`config.mk`:
```
export PLATFORM = sky130hd
export DESIGN_NAME = seq_slice_adder
export DESIGN_NICKNAME = d
export VERILOG_FILES = /design/src/rtl/seq_slice_adder.sv
export SDC_FILE = /design/constraint.sdc
export NUM_CORES = 1
export LEC_CHECK = 0
export CORE_MARGIN = 4
export CORE_UTILIZATION = 25
export DETAILED_ROUTE_END_ITERATION = 6
export PLACE_DENSITY = 0.52
export RECOVER_POWER = 50
export SYNTH_ARGS = -nofsm -noshare
export SYNTH_HDL_FRONTEND = slang
export SYNTH_SLANG_ARGS = --single-unit
export TNS_END_PERCENT = 1
```
`constraint.sdc`:
```
create_clock -name clk -period 5.5 [get_ports clk]
set_input_delay 1.65 -clock clk [delete_from_list [all_inputs] [get_ports clk]]
set_output_delay 1.65 -clock clk [all_outputs]
set_load 0.01 [all_outputs]
```
`src/rtl/seq_slice_adder.sv`:
```
// -----------------------------------------------------------------------------
// seq_slice_adder
//   Multi-cycle add/subtract unit. WIDTH-bit operands are processed as
//   NSLICE = WIDTH/DIGIT slices, one slice per clock. The carry between slices
//   is held in a register, so the only adder on the critical path is DIGIT
//   bits wide. Operands come in and results go out over valid/ready handshakes.
//
// Ports
//   clk        in   rising-edge clock
//   rst_n      in   asynchronous active-low reset
//   in_valid   in   operand request
//   in_ready   out  high only while idle (decoded from the state register)
//   a, b       in   WIDTH-bit operands
//   c_in       in   carry-in for add, borrow-in for subtract
//   sub        in   0 = a + b + c_in, 1 = a - b - c_in
//   out_valid  out  result available; held until out_ready is sampled high
//   out_ready  in   consumer accepts the result
//   sum        out  WIDTH-bit result, modulo 2^WIDTH
//   c_out      out  carry out of the MSB slice (subtract: 1 = no borrow)
//   ovf        out  signed overflow; present only with SEQ_SLICE_ADDER_OVF_EN
//
// Build option
//   SEQ_SLICE_ADDER_OVF_EN : when defined, adds the ovf output port.
// -----------------------------------------------------------------------------
module seq_slice_adder #(
    parameter int WIDTH = 8,
    parameter int DIGIT = 2
) (
    input  logic             clk,
    input  logic             rst_n,
    input  logic             in_valid,
    output logic             in_ready,
    input  logic [WIDTH-1:0] a,
    input  logic [WIDTH-1:0] b,
    input  logic             c_in,
    input  logic             sub,
    output logic             out_valid,
    input  logic             out_ready,
    output logic [WIDTH-1:0] sum,
    output logic             c_out
`ifdef SEQ_SLICE_ADDER_OVF_EN
    ,
    output logic             ovf
`endif
);

    localparam int NSLICE = WIDTH / DIGIT;
    localparam int CW     = (NSLICE > 1) ? $clog2(NSLICE) : 1;
    localparam logic [CW-1:0] LAST_CNT = CW'(NSLICE - 1);

    localparam logic [1:0] IDLE = 2'd0;
    localparam logic [1:0] RUN  = 2'd1;
    localparam logic [1:0] DONE = 2'd2;

    logic [1:0]       state_q,     state_d;
    logic [WIDTH-1:0] a_q,         a_d;
    logic [WIDTH-1:0] b_q,         b_d;
    logic             carry_q,     carry_d;
    logic [CW-1:0]    cnt_q,       cnt_d;
    logic [WIDTH-1:0] sum_q,       sum_d;
    logic             c_out_q,     c_out_d;
    logic             out_valid_q, out_valid_d;
`ifdef SEQ_SLICE_ADDER_OVF_EN
    logic             ovf_q,       ovf_d;
`endif

    logic [DIGIT-1:0] a_slice_s;
    logic [DIGIT-1:0] b_slice_s;
    logic [DIGIT:0]   slice_s;
    logic             msb_cin_s;

    // Slice adder: the only arithmetic on the per-cycle path.
    always_comb begin
        a_slice_s = a_q[cnt_q*DIGIT +: DIGIT];
        b_slice_s = b_q[cnt_q*DIGIT +: DIGIT];
        slice_s   = {1'b0, a_slice_s} + {1'b0, b_slice_s} + {{DIGIT{1'b0}}, carry_q};
        // Carry into the top bit of the slice, recovered from its sum bit.
        msb_cin_s = a_slice_s[DIGIT-1] ^ b_slice_s[DIGIT-1] ^ slice_s[DIGIT-1];
    end

    // Control FSM and datapath next-state.
    always_comb begin
        state_d     = state_q;
        a_d         = a_q;
        b_d         = b_q;
        carry_d     = carry_q;
        cnt_d       = cnt_q;
        sum_d       = sum_q;
        c_out_d     = c_out_q;
        out_valid_d = out_valid_q;
`ifdef SEQ_SLICE_ADDER_OVF_EN
        ovf_d       = ovf_q;
`endif
        case (state_q)
            IDLE: begin
                if (in_valid) begin
                    // Subtraction is a + ~b + 1; a borrow-in removes the +1.
                    a_d     = a;
                    b_d     = sub ? ~b : b;
                    carry_d = c_in ^ sub;
                    cnt_d   = {CW{1'b0}};
                    state_d = RUN;
                end else begin
                    state_d = IDLE;
                end
            end
            RUN: begin
                sum_d[cnt_q*DIGIT +: DIGIT] = slice_s[DIGIT-1:0];
                carry_d = slice_s[DIGIT];
                if (cnt_q == LAST_CNT) begin
                    c_out_d     = slice_s[DIGIT];
                    out_valid_d = 1'b1;
                    state_d     = DONE;
`ifdef SEQ_SLICE_ADDER_OVF_EN
                    ovf_d       = msb_cin_s ^ slice_s[DIGIT];
`endif
                end else begin
                    cnt_d = cnt_q + CW'(1);
                end
            end
            DONE: begin
                if (out_ready) begin
                    out_valid_d = 1'b0;
                    state_d     = IDLE;
`ifdef SEQ_SLICE_ADDER_OVF_EN
                    ovf_d       = 1'b0;
`endif
                end else begin
                    state_d = DONE;
                end
            end
            default: begin
                out_valid_d = 1'b0;
                state_d     = IDLE;
            end
        endcase
    end

    // State and datapath registers.
    always_ff @(posedge clk or negedge rst_n) begin
        if (!rst_n) begin
            state_q     <= IDLE;
            a_q         <= {WIDTH{1'b0}};
            b_q         <= {WIDTH{1'b0}};
            carry_q     <= 1'b0;
            cnt_q       <= {CW{1'b0}};
            sum_q       <= {WIDTH{1'b0}};
            c_out_q     <= 1'b0;
            out_valid_q <= 1'b0;
`ifdef SEQ_SLICE_ADDER_OVF_EN
            ovf_q       <= 1'b0;
`endif
        end else begin
            state_q     <= state_d;
            a_q         <= a_d;
            b_q         <= b_d;
            carry_q     <= carry_d;
            cnt_q       <= cnt_d;
            sum_q       <= sum_d;
            c_out_q     <= c_out_d;
            out_valid_q <= out_valid_d;
`ifdef SEQ_SLICE_ADDER_OVF_EN
            ovf_q       <= ovf_d;
`endif
        end
    end

    assign in_ready  = (state_q == IDLE);
    assign out_valid = out_valid_q;
    assign sum       = sum_q;
    assign c_out     = c_out_q;
`ifdef SEQ_SLICE_ADDER_OVF_EN
    assign ovf       = ovf_q;
`endif

endmodule

```
==> results.yml <==
final_layout:
  nFillCells: 617
  fin_area_sq_um: 2110
  syn2layout_area_growth_pct: 31.5
  final_nets: 198
  final_layout_size_suffix_gt1_share_pct: 13.6
  seqCellArea_sq_um: 776
  multiInputGateArea_sq_um: 772
  layout_commonest_cell: "dfrtp_1"
  fin_cells: 244
  antenna_cells: 0
  final_cell_mix: "31 x dfrtp_1, 29 x clkdlybuf4s50_1, 12 x nor2_1, 12 x nand2_1, 10 x a21oi_1"
route:
  drc: 0
  wirelength_mm: 3.20
  wl_per_cell_um: 13.1
  ant_nets: 0
  drtIter0Drc: 100
  routed_via_density: 4.48
  vias: 1093
  drtPass1Iterations: 4
global_routing:
  grt_pass1_vias: 1189
  grt_util_all_layers_pct: 9.32
  grt_max_degree: 32
  antenna_found_initial: 0
  grt-ovfl-total: 0
  grt_first_pass_wirelength_mm: 5.42
power:
  pwr-share-seq_pct: 35.1
  vdd_drop_max_v: 0.000178
  p_leak_uw: 0.000854
  power_density_nw_per_um2: 578
  power.share.clock_pct: 21.8
  switching_share_pct: 35.3
  internal_power_uw: 790
  switchingPower_uw: 431
  pwr-share-comb_pct: 43.1
worst_setup_path:
  cp.required_ns: 5.67
  critPathMaxStageDelay_ns: 0.84
  crit_fanout: 26
  crit_path_cell_trace: "dlygate4sd3_1 -> nor3b_4 -> mux2_2"
  worstSetupPathType: "in -> reg"
  cp_slowest_cell: "nor3b_4"
  startpoint_type: "primary input"
  worstSetupEndpointType: "flop"
  arrival_ns: 3.48
clocking:
  cts_tree: "built"
  clk_pin_slew_ns: 0.06
  clk_root_buffer_cell: "clkbuf_8"
  clkSinkCount: 31
  cts_made_buffers: 5
  hold_buffers: 0
  h-tree-depth: 2
  cts_resized: 0
  clk_latency_ns: 0.28
  cts_setup_buffers: 0
  clockBufferDepth: 2
placement:
  port_buffers: 32
  dp_cells: 236
  placed_cell_area_sq_um: 1980
  place_ws_ns: 1.96
  gp_congestion: 0.778
  dp_hpwl_mm: 2.38
timing:
  setup_slack_ns: 2.19
  fin_tns_setup_ns: 0
  whs_ns: 0.475
  finClkSkew_ns: 0.0107
  fmax_mhz: 302
  rsz0062_at_grt: "false"
  final-setup-viol-count: 0
  relSlewSlack_pct: -9.07
  hold_viol_final: 0
  maxSlewViolCount: 32
  finalCriticalPeriod_ns: 3.31
  worstMarginPinSlew_ns: 1.64
  period_share_pct: 60.2
synthesis:
  syn_nets: 164
  synthCells: 134
  ys_ff_latch: 31
  synthDistinctLibCells: 29
  yosysWarnings: 0
  synth-seq-area-share_pct: 48.3
  post_synth.cell_area_avg_sq_um: 12.0
  synth_area_sq_um: 1610
floorplan:
  start_util_pct: 26.5
  rows: 28
  die-area_sq_um: 7770
  core_area_sq_um: 6060
  die_w_um: 88.2
  die_h_um: 88.2
  io_pins: 33
min_path:
  hp-class: "reg -> reg"
outcome:
  status: "finished with violations"
  violations: "capacitance limit, slew limit"
flow_run:
  drv_cap: 1
-- through the flow --
stage,utilization [%],power (uW)
floorplan,-,802
global placement,32.7,957
detailed placement,32.7,976
CTS,34.9,1250
global route,34.9,1330
finish,34.9,1220
-- logic make-up (layout without fill, tap and decap cells) --
logic type                 count (synthesis)  after routing  synth area share, %
AOI/OAI and AO/OA                         27             27                 10.4
DFF                                       31             31                 48.3
xor gates and xnor gates                   9              9                 4.91
muxes                                     13             13                 12.4
adders and majority gates                  8              8                 7.17
buffers and inverters                     10             45                 3.66
and+or+nand+nor                           36             36                 13.2
-- power by group through the flow --
stage,clock [uW],sequential (uW),combinational (uW)
after global routing,289,451,587
after detailed placement,0,438,538
final,266,429,526
after global placement,0,434,523
after CTS,275,434,539
after floorplan,0,395,407
-- worst paths after layout --
path,start,end,slack (ns),depth (start not counted)
worst max register to register,cnt_q[0]$_DFFE_PN0P_,sum[5]$_DFFE_PN0P_,2.75,5
worst min-delay path,sum[3]$_DFFE_PN0P_,sum[3]$_DFFE_PN0P_,0.48,2
worst min register to register,sum[3]$_DFFE_PN0P_,sum[3]$_DFFE_PN0P_,0.48,2
max in group asynchronous,rst_n,sum[3]$_DFFE_PN0P_,2.22,2
min in group asynchronous,rst_n,state_q[0]$_DFFE_PN0P_,2.33,2
worst max-delay path,in_valid,a_q[2]$_DFFE_PN0P_,2.19,3
-- metal layers --
metal / track usage, % / wire (um) / vias to the layer above
met2: 15.3 / 1600 / 35
li1: - / - / 534
met3: 4.23 / 207 / 5
met5: 0 / 0 / -
met4: 3.30 / 42 / 0
met1: 10.7 / 1350 / 519
-- final cells by class --
| type | count | share of cell area, % |
|---|---|---|
| sequential | 31 | 36.7 |
| multi-input combinational | 93 | 36.5 |
| timing repair buffer | 33 | 15.3 |
| tap | 75 | 4.44 |
| clock buffer | 6 | 3.43 |
| clock inverter | 2 | 2.84 |
| inverter | 4 | 0.710 |
-- state kept, by name, indices dropped and copies added (netlist names) --
signal	cells
sum	8
a_q	8
out_valid	1
carry_q	1
state_q	2
c_out	1
cnt_q	2
b_q	8
-- critical path: cells and delay by family --
kind,cells,cell delay [ns]
and+or+nand+nor,1,0.84
buffers and inverters,1,0.56
muxes,1,0.42
-- Yosys cell counts --
cell,instances,share of area (%)
nand3b_4,1,1.2
mux2_2,7,4.9
buf_2,2,0.62
inv_1,4,0.93
clkbuf_1,1,0.23
nand2b_1,4,1.6
nor4b_4,1,1.5
mux4_2,4,5.6
xor2_1,1,0.55
fa_1,2,2.5
nor2b_1,1,0.39
a21oi_1,10,3.1
xnor2_1,8,4.4
dfrtp_1,31,48
a22oi_1,1,0.47
nor3b_4,1,1.2
ha_1,6,4.7
buf_6,2,1.4
buf_4,1,0.47
mux2_4,2,1.9
a21o_1,1,0.47
nand3b_1,3,1.4
nor3_1,1,0.31
nor2_1,12,2.8
a222oi_1,1,0.62
nand2_1,12,2.8
o31ai_1,6,2.8
o21ai_0,6,1.9
a22o_1,2,1.1
No activity file was read; power rests on OpenSTA's default activity.
